## config.mk

```make
export PLATFORM = sky130hd
export DESIGN_NAME = maj_net_sequencer
export DESIGN_NICKNAME = d
export VERILOG_FILES = /design/src/rtl/maj_net_sequencer.sv
export SDC_FILE = /design/constraint.sdc
export NUM_CORES = 1
export LEC_CHECK = 0
export ABC_CLOCK_PERIOD_IN_PS = 3950
export CAP_MARGIN = 20
export CORE_MARGIN = 2
export CORE_UTILIZATION = 40
export DETAILED_ROUTE_END_ITERATION = 7
export SYNTH_ARGS = -nofsm -noshare
export SYNTH_HDL_FRONTEND = slang
export SYNTH_SLANG_ARGS = --single-unit
export TNS_END_PERCENT = 50
```

## constraint.sdc

```tcl
create_clock -name clk -period 3.95 [get_ports clk]
set_clock_uncertainty 0.2 [all_clocks]
set_input_delay 0.5925 -clock clk [delete_from_list [all_inputs] [get_ports clk]]
set_output_delay 0.5925 -clock clk [all_outputs]
set_load 0.02 [all_outputs]
```

## src/rtl/maj_net_sequencer.sv

```systemverilog
`default_nettype none
// ============================================================================
//  Module      : maj_net_sequencer
//  Description : Programmable network of up to eight 3-input majority nodes.
//                One shared majority unit evaluates one node per cycle over
//                a captured 7-bit input vector. The last node's value is
//                presented through a valid/ready result handshake.
//  Revision    : 1.0 - initial release
// ============================================================================
module maj_net_sequencer #(
  parameter int N_NODES = 8
) (
  input  logic        clk,
  input  logic        rst_n,
  // configuration port
  input  logic        cfg_we,
  input  logic [3:0]  cfg_addr,
  input  logic [14:0] cfg_data,
  output logic        cfg_err,
  // input vector handshake
  input  logic        in_valid,
  output logic        in_ready,
  input  logic [6:0]  x,
  // result handshake
  output logic        out_valid,
  input  logic        out_ready,
  output logic        out,
  output logic        busy
);

  // --------------------------------------------------------------------------
  // Constants
  // --------------------------------------------------------------------------
  localparam logic [1:0] c_st_idle = 2'd0;
  localparam logic [1:0] c_st_eval = 2'd1;
  localparam logic [1:0] c_st_hold = 2'd2;

  // Code 7 on all three operands with no inversion: the node evaluates to 0.
  localparam logic [14:0] c_entry_rst = {1'b0, 4'd7, 1'b0, 4'd7, 1'b0, 4'd7};

  // Highest valid configuration address (length register).
  localparam logic [3:0] c_addr_len = 4'd8;

  // --------------------------------------------------------------------------
  // State
  // --------------------------------------------------------------------------
  logic [1:0]  r_state;
  logic [2:0]  r_ptr;
  logic [2:0]  r_len;
  logic [6:0]  r_x;
  logic [N_NODES-1:0] r_node;
  logic        r_out;
  logic        r_cfg_err;
  logic [14:0] r_cfg [N_NODES];

  // --------------------------------------------------------------------------
  // Combinational datapath
  // --------------------------------------------------------------------------
  logic        w_idle;
  logic        w_accept;
  logic        w_cfg_ok;
  logic        w_cfg_bad;
  logic [14:0] w_entry;
  logic [7:0]  w_xext;
  logic        w_a;
  logic        w_b;
  logic        w_c;
  logic        w_maj;
  logic        w_last;

  // Operand select: codes 0-6 pick an input bit, 7 picks the zero that pads
  // the extended input vector, 8-15 pick a node result. Inversion is an XOR.
  function automatic logic f_operand(input logic [3:0] sel,
                                     input logic       inv,
                                     input logic [7:0] xv,
                                     input logic [7:0] wv);
    logic v;
    if (sel[3]) begin
      v = wv[sel[2:0]];
    end else begin
      v = xv[sel[2:0]];
    end
    return v ^ inv;
  endfunction

  assign w_idle    = (r_state == c_st_idle);
  assign w_accept  = w_idle && in_valid;
  // Writes are only legal while idle and only to the node table or length.
  assign w_cfg_ok  = cfg_we && w_idle && (cfg_addr <= c_addr_len);
  assign w_cfg_bad = cfg_we && !w_cfg_ok;

  assign w_entry = r_cfg[r_ptr];
  assign w_xext  = {1'b0, r_x};
  assign w_last  = (r_ptr == r_len);

  // Decode the current node entry and feed the single shared majority unit.
  always_comb begin
    w_a   = f_operand(w_entry[3:0],   w_entry[4],  w_xext, r_node);
    w_b   = f_operand(w_entry[8:5],   w_entry[9],  w_xext, r_node);
    w_c   = f_operand(w_entry[13:10], w_entry[14], w_xext, r_node);
    w_maj = (w_a & w_b) | (w_a & w_c) | (w_b & w_c);
  end

  // --------------------------------------------------------------------------
  // Configuration storage
  // --------------------------------------------------------------------------
  // Node table and length register; rejected writes raise a one-cycle error.
  // A write coinciding with an accept lands at the same edge, so the
  // evaluation that follows already sees the new program.
  always_ff @(posedge clk) begin
    if (!rst_n) begin
      for (int i = 0; i < N_NODES; i++) begin
        r_cfg[i] <= c_entry_rst;
      end
      r_len     <= 3'd0;
      r_cfg_err <= 1'b0;
    end else begin
      r_cfg_err <= w_cfg_bad;
      if (w_cfg_ok) begin
        if (cfg_addr[3]) begin
          r_len <= cfg_data[2:0];
        end else begin
          r_cfg[cfg_addr[2:0]] <= cfg_data;
        end
      end
    end
  end

  // --------------------------------------------------------------------------
  // Sequencer FSM and node result register
  // --------------------------------------------------------------------------
  // IDLE captures a vector and clears all node results (so forward and self
  // references read 0), EVAL computes one node per cycle, HOLD presents out.
  always_ff @(posedge clk) begin
    if (!rst_n) begin
      r_state <= c_st_idle;
      r_ptr   <= 3'd0;
      r_x     <= 7'd0;
      r_node  <= '0;
      r_out   <= 1'b0;
    end else begin
      case (r_state)
        c_st_idle: begin
          if (w_accept) begin
            r_x     <= x;
            r_node  <= '0;
            r_ptr   <= 3'd0;
            r_state <= c_st_eval;
          end
        end
        c_st_eval: begin
          r_node[r_ptr] <= w_maj;
          if (w_last) begin
            r_out   <= w_maj;
            r_state <= c_st_hold;
          end else begin
            r_ptr <= r_ptr + 3'd1;
          end
        end
        c_st_hold: begin
          if (out_ready) begin
            r_state <= c_st_idle;
          end
        end
        default: begin
          r_state <= c_st_idle;
        end
      endcase
    end
  end

  // --------------------------------------------------------------------------
  // Outputs
  // --------------------------------------------------------------------------
  assign in_ready  = w_idle;
  assign out_valid = (r_state == c_st_hold);
  assign busy      = !w_idle;
  assign out       = r_out;
  assign cfg_err   = r_cfg_err;

endmodule
`default_nettype wire
```

# Word level (Yosys, flattened, before mapping)
# Memories as Yosys holds them, arrays and structs flattened. A register that Yosys moved wholly into a read port is not among the register bits.
# Index checks and enable logic that the tools add are counted.
# classes
addsub,1
magnitude_cmp,6
n_eq_ne,7
n_mux,37
bitwise_logic,8
n_reduce_logical,16
# op_table
cell,count
1-bit binary-select mux with 3-bit select,6
"3-bit by 4-bit < comparator with 1-bit output, second input constant",4
1-bit 2-to-1 mux,16
8-bit case mux with 2 select lines,1
15-bit 2-to-1 mux,1
3-bit 2-to-1 mux,5
15-bit OR reduction,1
8-bit bitwise mux,1
8-bit 2-to-1 mux,1
2-bit AND reduction,4
2-bit 2-to-1 mux,3
2-bit case mux with 3 select lines,1
3-bit case mux with 2 select lines,1
3-bit AND reduction,2
1-bit logical AND,5
"4-bit <= comparator, second input constant",1
"2-bit by 1-bit inequality test with 1-bit output, second input constant",2
"2-bit inequality test, second input constant",2
"3-bit by 1-bit adder with 3-bit output, second input constant",1
1-bit bitwise AND,3
1-bit demux with 3-bit select,1
3-bit equality test,1
"3-bit by 1-bit >= comparator with 1-bit output, second input constant",1
1-bit bitwise XOR,3
other kinds (6),8
# totals
reg_bits,25
mem_bits_rw,120
inputBits,31
output_inout_bits,5
word_cells,83
memories,1
# mem_list
memory,depth,word_bits,read_ports,rd_clocked_by_memory_dff,wr,line_no,rtl
r_cfg,8,15,1,1,8,54,logic [14:0] r_cfg [N_NODES];

# Longest topological paths before layout
# logic_depth
depth_word,9
ltp_mapped,12
ltp_nobuf,9

# Least setup slack after synthesis
# No wires, ideal clock.
# synth_path
kind,reg2reg
from,register r_state[1]
to,memory r_cfg[2][0] (enable)
setup_time_ns,0.408
t_arrival_ns,2.683
slack_ns,0.659
path_stages_with_launch,8
synth_period_minus_slack_ns,3.291
path_cell_list,dfxtp_1 clkbuf_1 or2_2 clkbuf_1 nor3_1 nand2b_1 clkbuf_1 o21ai_0
# synth_lines
item,line_no,rtl
"start, declared",47,logic [1:0] r_state;
"start signal, assigned",136,r_state <= c_st_idle;
"start signal, assigned",148,r_state <= c_st_eval;
"start signal, assigned",155,r_state <= c_st_hold;
"end, declared",54,

==> flow_metrics.tcl <==
set metrics [dict create \
    wl_per_cell_um 20.8 \
    power_w 0.00378 \
    start_kind "flip-flop" \
    ys_seq_area_share_pct 55.8 \
    h-tree-depth 4 \
    cts-root-buf "clkbuf_16" \
    required_ns 4.10 \
    cts_sinks 148 \
    status "completed" \
    io_pins 36 \
    synth.distinct_cells 56 \
    drc_errors 0 \
    n_antenna_cell 0 \
    nFillCells 1601 \
    cp_cell_sequence "buf_12 -> mux2_2 -> o22ai_2 -> nor2_8 -> mux2_4 -> o211ai_2 -> a31oi_2 -> xnor2_2 -> a211oi_1 -> nor3_1" \
    grt_max_degree 32 \
    ff_latch_area_um2 4170 \
    cts_tree "built" \
    irDropWorstVdd_mv 0.306 \
    finalCriticalPeriod_ns 3.63 \
    worstSkewPairLatency_ns 0.42 \
    finalMaxSlewViolations 0 \
    die_y_um 141 \
    async_flop_share_pct 0 \
    post_cts_buffers 0 \
    slowest_stage "dfxtp_2" \
    synth-main-ff-cell "edfxtp_1" \
    rows 49 \
    dp.cells 831 \
    dp_hpwl_um 12300 \
    track_usage_pct 18.8 \
    maxCapViolations 0 \
    power_density_nw_per_um2 432 \
    swShare_pct 22.1 \
    ctsLongestPathBuffers 2 \
    cts_buffers 17 \
    grt-ovfl-total 0 \
    timing.fmax_mhz 276 \
    switchingPower_w 0.000834 \
    path_delay_family "compound AO/OA/AOI/OAI gates" \
    initial_core_util_pct 41.1 \
    drive_above_1_share_pct 19.6 \
    arrival_ns 3.78 \
    synth_seq_cells 148 \
    antenna_left 0 \
    hold_class "reg2reg" \
    io_buffers 35 \
    yosysTopAreaCell "edfxtp_1" \
    crit_path_end_kind "flip-flop" \
    dieArea_um2 19800 \
    gp_congestion 0.833 \
    post-route-period-util_pct 91.8 \
    grt_pass1_wl_um 27700 \
    tns_ns 0 \
    syn-num-nets 607 \
    num-nets-final 653 \
    num_vias 4788 \
    hold_violations 0 \
    final_common_cell "edfxtp_1" \
    synthesis.area_um2 7470 \
    leakage_nw 2.68 \
    cts_resized 0 \
    dr.pass1.iters 5 \
    postCtsHoldBufs 0 \
    grt_pass1_vias 4734 \
    rsz0062_at_grt "no" \
    crit_fanout 21 \
    synth_top_area_share_pct 48.3 \
    max_stage_delay_ns 0.67 \
    core_um2 18100 \
    tightestPinTransition_ns 0.845 \
    area_delta_synth_final_pct 17.2 \
    clockPowerShare_pct 47.4 \
    final_cell_mix "120 x edfxtp_1, 49 x nand2_1, 37 x or3_1, 37 x and2_1, 35 x clkdlybuf4s50_1" \
    multiInputGateArea_um2 3080 \
    syn_inst 575 \
    finalWirelength_um 18000 \
    pwr-share-seq_pct 46.0 \
    clkTransAtPathRegs_ns 0.06 \
    cp_num_buf_inv 1 \
    first_iter_violations 467 \
    timing.hold.ws_ns 0.313 \
    die_x_um 141 \
    avgSynthCellArea_um2 13.0 \
    antenna_found_initial 0 \
    setup_viol 0 \
    fin_cells 863 \
    viasPerCell 5.55 \
    synth_edf_count 120 \
    slew_headroom_pct 43.4 \
    yosysWarnings 0 \
    synthTopCellsByArea "edfxtp_1 48%, dfxtp_1 7.5%, mux4_2 7.2%, mux2i_1 3.5%, and2_1 3.1%" \
    combPwrFrac_pct 6.6 \
    internal_power_w 0.00295 \
    worstSetupPathType "reg2reg" \
]
## cell type report
type / count / share of cell area, %
repair buffers: 60 / 6.29
clock inverters: 14 / 2.56
inverters: 3 / 0.129
flip-flops and latches: 148 / 47.6
well taps: 229 / 3.28
clock buffers: 18 / 4.91
multi-input cells: 391 / 35.2
## flip-flops by register name (all words and copies together) (netlist names), named ones only
| signal | cells |
|---|---|
| r_ptr | 3 |
| r_len | 3 |
| r_node | 8 |
| out | 1 |
| cfg_err | 1 |
| r_state | 2 |
| r_cfg | 120 |
| r_x | 7 |
## power by group through the flow
stage	Sequential, W	Combinational [W]	Clock (W)
6_report	0.00174	0.000249	0.00179
5_1_grt	0.00174	0.000268	0.00189
4_1_cts	0.00174	0.000252	0.00181
3_5_place_dp	0.00177	0.000251	0
3_3_place_gp	0.00177	0.000245	0
2_1_floorplan	0.00176	0.000143	0
## routing by layer
metal  GRT usage (%)  up-vias  share of wire (%)
li1                -     2251                  -
met1            25.0     2375                 44
met2            31.4      144                 50
met3            3.94       18                4.5
met4            5.58        0                1.1
met5               0        -                  0
## cells by family (layout without fill, tap and decap cells)
logic type	after synthesis	count (layout)	synth area share, %
XOR/XNOR	8	8	1.24
AO/OA/AOI/OAI	69	69	7.05
flip-flops	148	148	55.8
buffers and inverters	36	95	2.97
multiplexers	66	66	13.9
adder cells (fa/ha/maj)	1	1	0.168
AND/OR/NAND/NOR	247	247	18.9
## worst reg2reg max path, stage by stage, from the launching register on
cell and delay, ns:
dfxtp_2 0.67, buf_12 0.28, mux2_2 0.39, o22ai_2 0.27, nor2_8 0.09, mux2_4 0.31
o211ai_2 0.16, a31oi_2 0.13, xnor2_2 0.67, a211oi_1 0.18, nor3_1 0.20
## cells in the mapped netlist (all sizes together) (8+ instances only)
| cell type | number |
|---|---|
| mux2 | 12 |
| mux2i | 30 |
| nand2 | 49 |
| nand3 | 15 |
| a211oi | 10 |
| nor3 | 18 |
| a21boi | 8 |
| nor2 | 15 |
| dfxtp | 28 |
| or2 | 10 |
| or3 | 37 |
| buf | 12 |
| and3 | 14 |
| clkbuf | 21 |
| o21ai | 16 |
| edfxtp | 120 |
| and2 | 38 |
| mux4 | 24 |
| nand2b | 34 |
## stage by stage
stage               setup WS [ns]  util (%)  area (um^2)
global placement            0.441      44.6         8100
finish                      0.323      48.2         8750
floorplan                   0.659         -         7470
global route               0.0694      48.2         8750
CTS                         0.290      48.2         8750
detailed placement          0.317      44.6         8100
## path summary, 6_finish.rpt
check,from,end,slack [ns],cells after the start
worst max-delay path,flip-flop,r_node[2]$_SDFFE_PN0P_,0.32,10
worst min-delay path,r_x[1]$_SDFFE_PN0P_,r_x[1]$_SDFFE_PN0P_,0.31,2
worst max register to register,flip-flop,r_node[2]$_SDFFE_PN0P_,0.32,10
worst min register to register,r_x[1]$_SDFFE_PN0P_,r_x[1]$_SDFFE_PN0P_,0.31,2
Power figures use the tool's default switching activity.
==> patch 1, RTL diff (same flow settings) <==
Reset style: asynchronous (`rst_n`), changed in 2 clocked blocks.
--- a/src/rtl/maj_net_sequencer.sv
+++ b/src/rtl/maj_net_sequencer.sv
@@ -107,7 +107,7 @@
   // Node table and length register; rejected writes raise a one-cycle error.
   // A write coinciding with an accept lands at the same edge, so the
   // evaluation that follows already sees the new program.
-  always_ff @(posedge clk) begin
+  always_ff @(posedge clk or negedge rst_n) begin
     if (!rst_n) begin
       for (int i = 0; i < N_NODES; i++) begin
         r_cfg[i] <= c_entry_rst;
@@ -131,7 +131,7 @@
   // --------------------------------------------------------------------------
   // IDLE captures a vector and clears all node results (so forward and self
   // references read 0), EVAL computes one node per cycle, HOLD presents out.
-  always_ff @(posedge clk) begin
+  always_ff @(posedge clk or negedge rst_n) begin
     if (!rst_n) begin
       r_state <= c_st_idle;
       r_ptr   <= 3'd0;
Check against the original RTL: differs if rst_n is asserted again (counterexample within 4 cycles, from zero or initial values and one cycle with rst_n low); with rst_n held inactive, the same outputs for 4 cycles.
==> patch 1 against the original RTL <==
  * The run now ends with hold timing left
  * Critical path depth unchanged
  * Global-route usage is 0.45 points higher
  * Setup slack improved by 0.14 ns
  * Sequential cell count shrank 3
  * Routed wire length fell by 1.2%
  * Cell count decreased by 3.0%
  * Synthesized area decreased by 3.6%
  * Sequential share of layout area fell by 3.7 points
  * Design area down 3.2%
  * First-iteration DRC count is 49% lower
  * Critical endpoint is now r_node[7]
Power is not compared: it rests on default switching activity, and its combinational part moved more than twofold at a synthesized area within 25%.
==> patch 1: results (changes against the original RTL) <==
\begin{tabular}{lr}
\hline
Metric & Value \\
\hline
\multicolumn{2}{l}{\textbf{Outcome}} \\
Result of the run & finished, violations left (was complete, no violations) \\
Failing checks & hold timing \\
\multicolumn{2}{l}{\textbf{Synth}} \\
Xor and xnor area share after synthesis & 0.852\% (was 1.24\%) \\
Prevailing post-synth register cell & dfrtp\_1 (was edfxtp\_1) \\
Adder and majority cell fraction of the synthesized area & 0.330\% (was 0.168\%) \\
Number of library cell types mapped by synthesis & 59 (was 56) \\
Top area cells in the synthesized netlist & dfstp\_2 26\%, dfrtp\_1 25\%, mux2\_2 22\% (was edfxtp\_1 48\%, dfxtp\_1 7.5\%, mux4\_2 7.2\%) \\
Top post-synthesis cells by count & 141 x mux2\_2, 73 x dfrtp\_1, 72 x dfstp\_2 (was 120 x edfxtp\_1, 49 x nand2\_1, 37 x and2\_1, 37 x or3\_1, 34 x nand2b\_1) \\
Fraction of synthesized area in multiplexers & 30.8\% (was 13.9\%) \\
Share of synthesized registers carrying an async set or reset & 100\% (was 0\%) \\
Seq/Total Area, Yosys & 51.7\% (was 55.8\%) \\
Post-synthesis compound-gate area fraction & 7.13\% (was 7.05\%) \\
Synth Net Count & 580 (was 607) \\
\multicolumn{2}{l}{\textbf{STA}} \\
Slew HR & 50.2\% (was 43.4\%) \\
Count of endpoints failing hold in the final timing report & 2 (was 0) \\
Hold Worst Slack & -0.00969 ns (was 0.313 ns) \\
\multicolumn{2}{l}{\textbf{Detailed routing}} \\
Average wire per standard cell & 21.2 µm (was 20.8 µm) \\
Drt initial violations & 237 (was 467) \\
Via Count & 4737 (was 4788) \\
\multicolumn{2}{l}{\textbf{Critical path}} \\
Setup slack of the most critical reg-to-reg path & 0.46 ns (was 0.32 ns) \\
Critical path's slowest cell & dfrtp\_2 (was dfxtp\_2) \\
Critical Path AT & 3.62 ns (was 3.78 ns) \\
Highest fanout seen on the critical path & 25 (was 21) \\
Slowest stage delay, CP & 0.81 ns (was 0.67 ns) \\
\multicolumn{2}{l}{\textbf{Placed design}} \\
Final HPWL from detailed placement & 11.7 mm (was 12.3 mm) \\
RePlAce Congestion & 0.973 (was 0.833) \\
\multicolumn{2}{l}{\textbf{Cells and area}} \\
NumNets Final & 627 (was 653) \\
Fraction of final layout cells with drive strength greater than 1 & 47.9\% (was 19.6\%) \\
Largest registers ranked by flip-flop count & r\_cfg: 120 flops, r\_node: 8 flops, r\_x: 7 flops (unchanged) \\
\multicolumn{2}{l}{\textbf{Min path}} \\
Hold/Removal Path Class & in -> async (was reg -> reg) \\
\multicolumn{2}{l}{\textbf{Global routing}} \\
Total routing usage reported by global routing & 19.3\% (was 18.8\%) \\
First-pass GRT wire length & 28.1 mm (was 27.7 mm) \\
\multicolumn{2}{l}{\textbf{Power}} \\
VDD IR max & about 500 µV \\
\multicolumn{2}{l}{\textbf{CTS}} \\
Number of clock buffers inserted by TritonCTS & 17 (unchanged) \\
\hline
\end{tabular}
patch 1: cell count changes in the layout (fill, tap and decap cells not counted), moves of 35 or more:
cell,delta
dfrtp_1,+72
edfxtp_1,-120
mux2_2,+135
dfstp_2,+72
or3_1,-36
and2_1,-35
patch 1: worst max-delay path by stage:
stage | depth (start not counted) | endpoint
2_1_floorplan | 11 | r_node[7]
6_report | 10 | r_node[7]
4_1_cts | 10 | r_node[7]
3_3_place_gp | 10 | r_node[7]
5_1_grt | 10 | r_node[5]
3_5_place_dp | 10 | r_node[7]
patch 1: power breakdown:
group	internal [mW]	total [mW]	switching, mW	leakage (nW)
logic	1.36	2.57	1.21	1.53
clock network	0.909	1.55	0.640	0.285
registers	2.37	2.81	0.444	1.69
patch 1: through the flow:
step | std cells | utilization, % | power [mW] | setup WS (ns) | cell area [µm²]
after global placement | 805 | 44.4 | 5.30 | 0.525 | 7890
final | 837 | 47.6 | 6.93 | 0.463 | 8470
after global routing | 837 | 47.6 | 7.36 | 0.145 | 8470
after CTS | 837 | 47.6 | 6.98 | 0.449 | 8470
after detailed placement | 805 | 44.4 | 5.40 | 0.431 | 7890
after floorplan | 548 | - | 4.67 | 0.890 | 7200
patch 1: cell type report:
class | instances | area [µm²] | area share, %
tap | 229 | 287 | 3.38
multi-input combinational | 365 | 3310 | 39.1
inverter | 10 | 37.5 | 0.443
timing repair buffer | 56 | 534 | 6.31
clock inverter | 13 | 126 | 1.49
clock buffer | 19 | 453 | 5.35
sequential | 145 | 3720 | 43.9
patch 1: logic make-up after synthesis:
family,after synthesis
multiplexers,188
AND/OR/NAND/NOR,99
buffers and inverters,38
AO/OA/AOI/OAI,69
adder cells (fa/ha/maj),2
flip-flops,145
XOR/XNOR,7
patch 1: routing by layer:
layer  vias up  wire [µm]  global-route usage [%]
li1       2141          -                       -
met1      2465       7990                    25.0
met2        98       8720                    32.1
met3        33        600                    3.98
met4         0        422                    7.25
met5         -          0                       0
==> patch 2, RTL diff (same settings) <==
Made on the original files. Register the output `cfg_err` once more; this adds one clock of latency there. The other outputs are not delayed to match.
--- a/src/rtl/maj_net_sequencer.sv
+++ b/src/rtl/maj_net_sequencer.sv
@@ -176,7 +176,9 @@
   assign out_valid = (r_state == c_st_hold);
   assign busy      = !w_idle;
   assign out       = r_out;
-  assign cfg_err   = r_cfg_err;
+  always_ff @(posedge clk) begin
+    cfg_err <= r_cfg_err;
+  end
 
 endmodule
 `default_nettype wire
Check against the original RTL: not equivalent (Yosys sat finds a counterexample within 4 cycles, from zero or initial values and one cycle with rst_n low).
==> patch 2 against the original RTL <==
  * Core utilization is 1.2 points lower
  * Clock power is 8% lower
  * Worst hold slack worse by 0.18 ns
  * Critical path depth is 1 lower
  * Maximum frequency is 0.12% higher
  * Routed wire length is 0.56% higher
  * Non-clock buffer count stayed put
  * Synthesized area is 0.27% higher
  * Largest cell class unchanged
  * Sequential cell count is 1 higher
  * Total power is 3.5% lower
  * Design area is 0.53% lower
  * Setup slack better by 0.0042 ns
  * Critical path type unchanged
==> patch 2: results (changes against the original RTL) <==
\begin{tabular}{lr}
\hline
Metric & Value \\
\hline
\multicolumn{2}{l}{\textbf{Global routing}} \\
Total routing usage reported by global routing & 19.1\% (was 18.8\%) \\
First-pass GRT wire length & 28.0 mm (was 27.7 mm) \\
Antenna violations before repair & 0 (unchanged) \\
Via count of the first global-routing pass & 4965 (was 4734) \\
Pin count of the biggest net entering global routing & 32 (unchanged) \\
\multicolumn{2}{l}{\textbf{Cells and area}} \\
Antenna fix cells & 0 (unchanged) \\
NumNets Final & 654 (was 653) \\
Final cell count without fillers & 869 (was 863) \\
Fraction of final layout cells with drive strength greater than 1 & 19.5\% (was 19.6\%) \\
\multicolumn{2}{l}{\textbf{Placed design}} \\
RePlAce Congestion & 0.822 (was 0.833) \\
Setup slack at placement & 0.394 ns (was 0.317 ns) \\
Cell total after placement & 837 (was 831) \\
Final HPWL from detailed placement & 12.2 mm (was 12.3 mm) \\
Placed Area & 8110 µm² (was 8100 µm²) \\
\multicolumn{2}{l}{\textbf{STA}} \\
Hold Worst Slack & 0.134 ns (was 0.313 ns) \\
Pin slew with the least headroom to its limit & 0.874 ns (was 0.845 ns) \\
Share of the cycle needed by the critical path after routing & 91.7\% (was 91.8\%) \\
\multicolumn{2}{l}{\textbf{Synth}} \\
Top area cells in the synthesized netlist & edfxtp\_1 48\%, dfxtp\_1 7.8\%, mux4\_2 7.2\% (was edfxtp\_1 48\%, dfxtp\_1 7.5\%, mux4\_2 7.2\%) \\
Seq/Total Area, Yosys & 55.9\% (was 55.8\%) \\
Synth Net Count & 608 (was 607) \\
Instance count of the mapped netlist & 576 (was 575) \\
\multicolumn{2}{l}{\textbf{Min path}} \\
Number of cells traversed by the worst hold path & 0 (was 2) \\
\multicolumn{2}{l}{\textbf{Critical path}} \\
Critical Path AT & 3.78 ns (about the same) \\
Depth of the worst register-to-register path & 9 (was 10) \\
Highest fanout seen on the critical path & 14 (was 21) \\
\multicolumn{2}{l}{\textbf{CTS}} \\
Clock insertion delay at the later pin of the skew report & 0.43 ns \\
\multicolumn{2}{l}{\textbf{Detailed routing}} \\
Routed vias/inst & 5.53 (was 5.55) \\
Average wire per standard cell & 20.8 µm (about the same) \\
Router iterations before antenna repair & 4 (was 5) \\
Drt initial violations & 353 (was 467) \\
\multicolumn{2}{l}{\textbf{Power}} \\
LEAKAGE & 2.67 nW (was 2.68 nW) \\
VDD IR max & 289 µV (was 306 µV) \\
\multicolumn{2}{l}{\textbf{Outcome}} \\
Result of the run & complete, no violations (unchanged) \\
\hline
\end{tabular}
[patch 2: cell count changes in the layout (fill, tap and decap cells not counted), sizes merged]
cell    delta
bufinv     -3
clkbuf     -1
clkinv     +1
dfxtp      +1
inv        +3
[patch 2: final timing paths]
check / to / from
hold reg to reg: cfg_err / r_cfg_err
hold / removal: cfg_err / r_cfg_err
setup / recovery: r_node[7] / flop
setup reg to reg: r_node[7] / flop
[patch 2: per-layer routing]
metal	vias up	global-route usage, %	wire length, µm
li1	2259	-	-
met5	-	0	0
met1	2428	24.2	7810
met4	0	6.05	316
met2	95	33.3	9270
met3	25	3.67	655
[patch 2: logic make-up (layout without fill, tap and decap cells)]
group / Yosys count / count (layout) / share of synthesized area (%)
AO/OA/AOI/OAI: 69 / 69 / 7.04
XOR/XNOR: 8 / 8 / 1.24
adder cells (fa/ha/maj): 1 / 1 / 0.167
buffers and inverters: 36 / 95 / 2.96
flip-flops: 149 / 149 / 55.9
multiplexers: 66 / 66 / 13.9
AND/OR/NAND/NOR: 247 / 247 / 18.8
[patch 2: critical path, stage by stage (launching register included)]
cell and delay [ns]:
dfxtp_2 0.47, buf_4 0.30, mux4_2 0.54, mux2i_1 0.54, nand3_1 0.16, a31oi_1 0.26, a31oi_2 0.08, xnor2_2 0.61
a211oi_1 0.20, nor3_2 0.19
[patch 2: cell type report]
type / instances / area, µm²
fillers: 1655 / 9820
flip-flops and latches: 149 / 4190
multi-input cells: 391 / 3080
repair buffers: 60 / 538
clock buffers: 17 / 425
well taps: 234 / 293
clock inverters: 15 / 168
inverters: 3 / 11.3
[patch 2: where the power goes]
group / internal [mW] / leakage (nW) / switching (mW)
Clock: 0.948 / 0.287 / 0.703
Sequential: 1.73 / 1.24 / 0.0200
Combinational: 0.0973 / 1.14 / 0.151
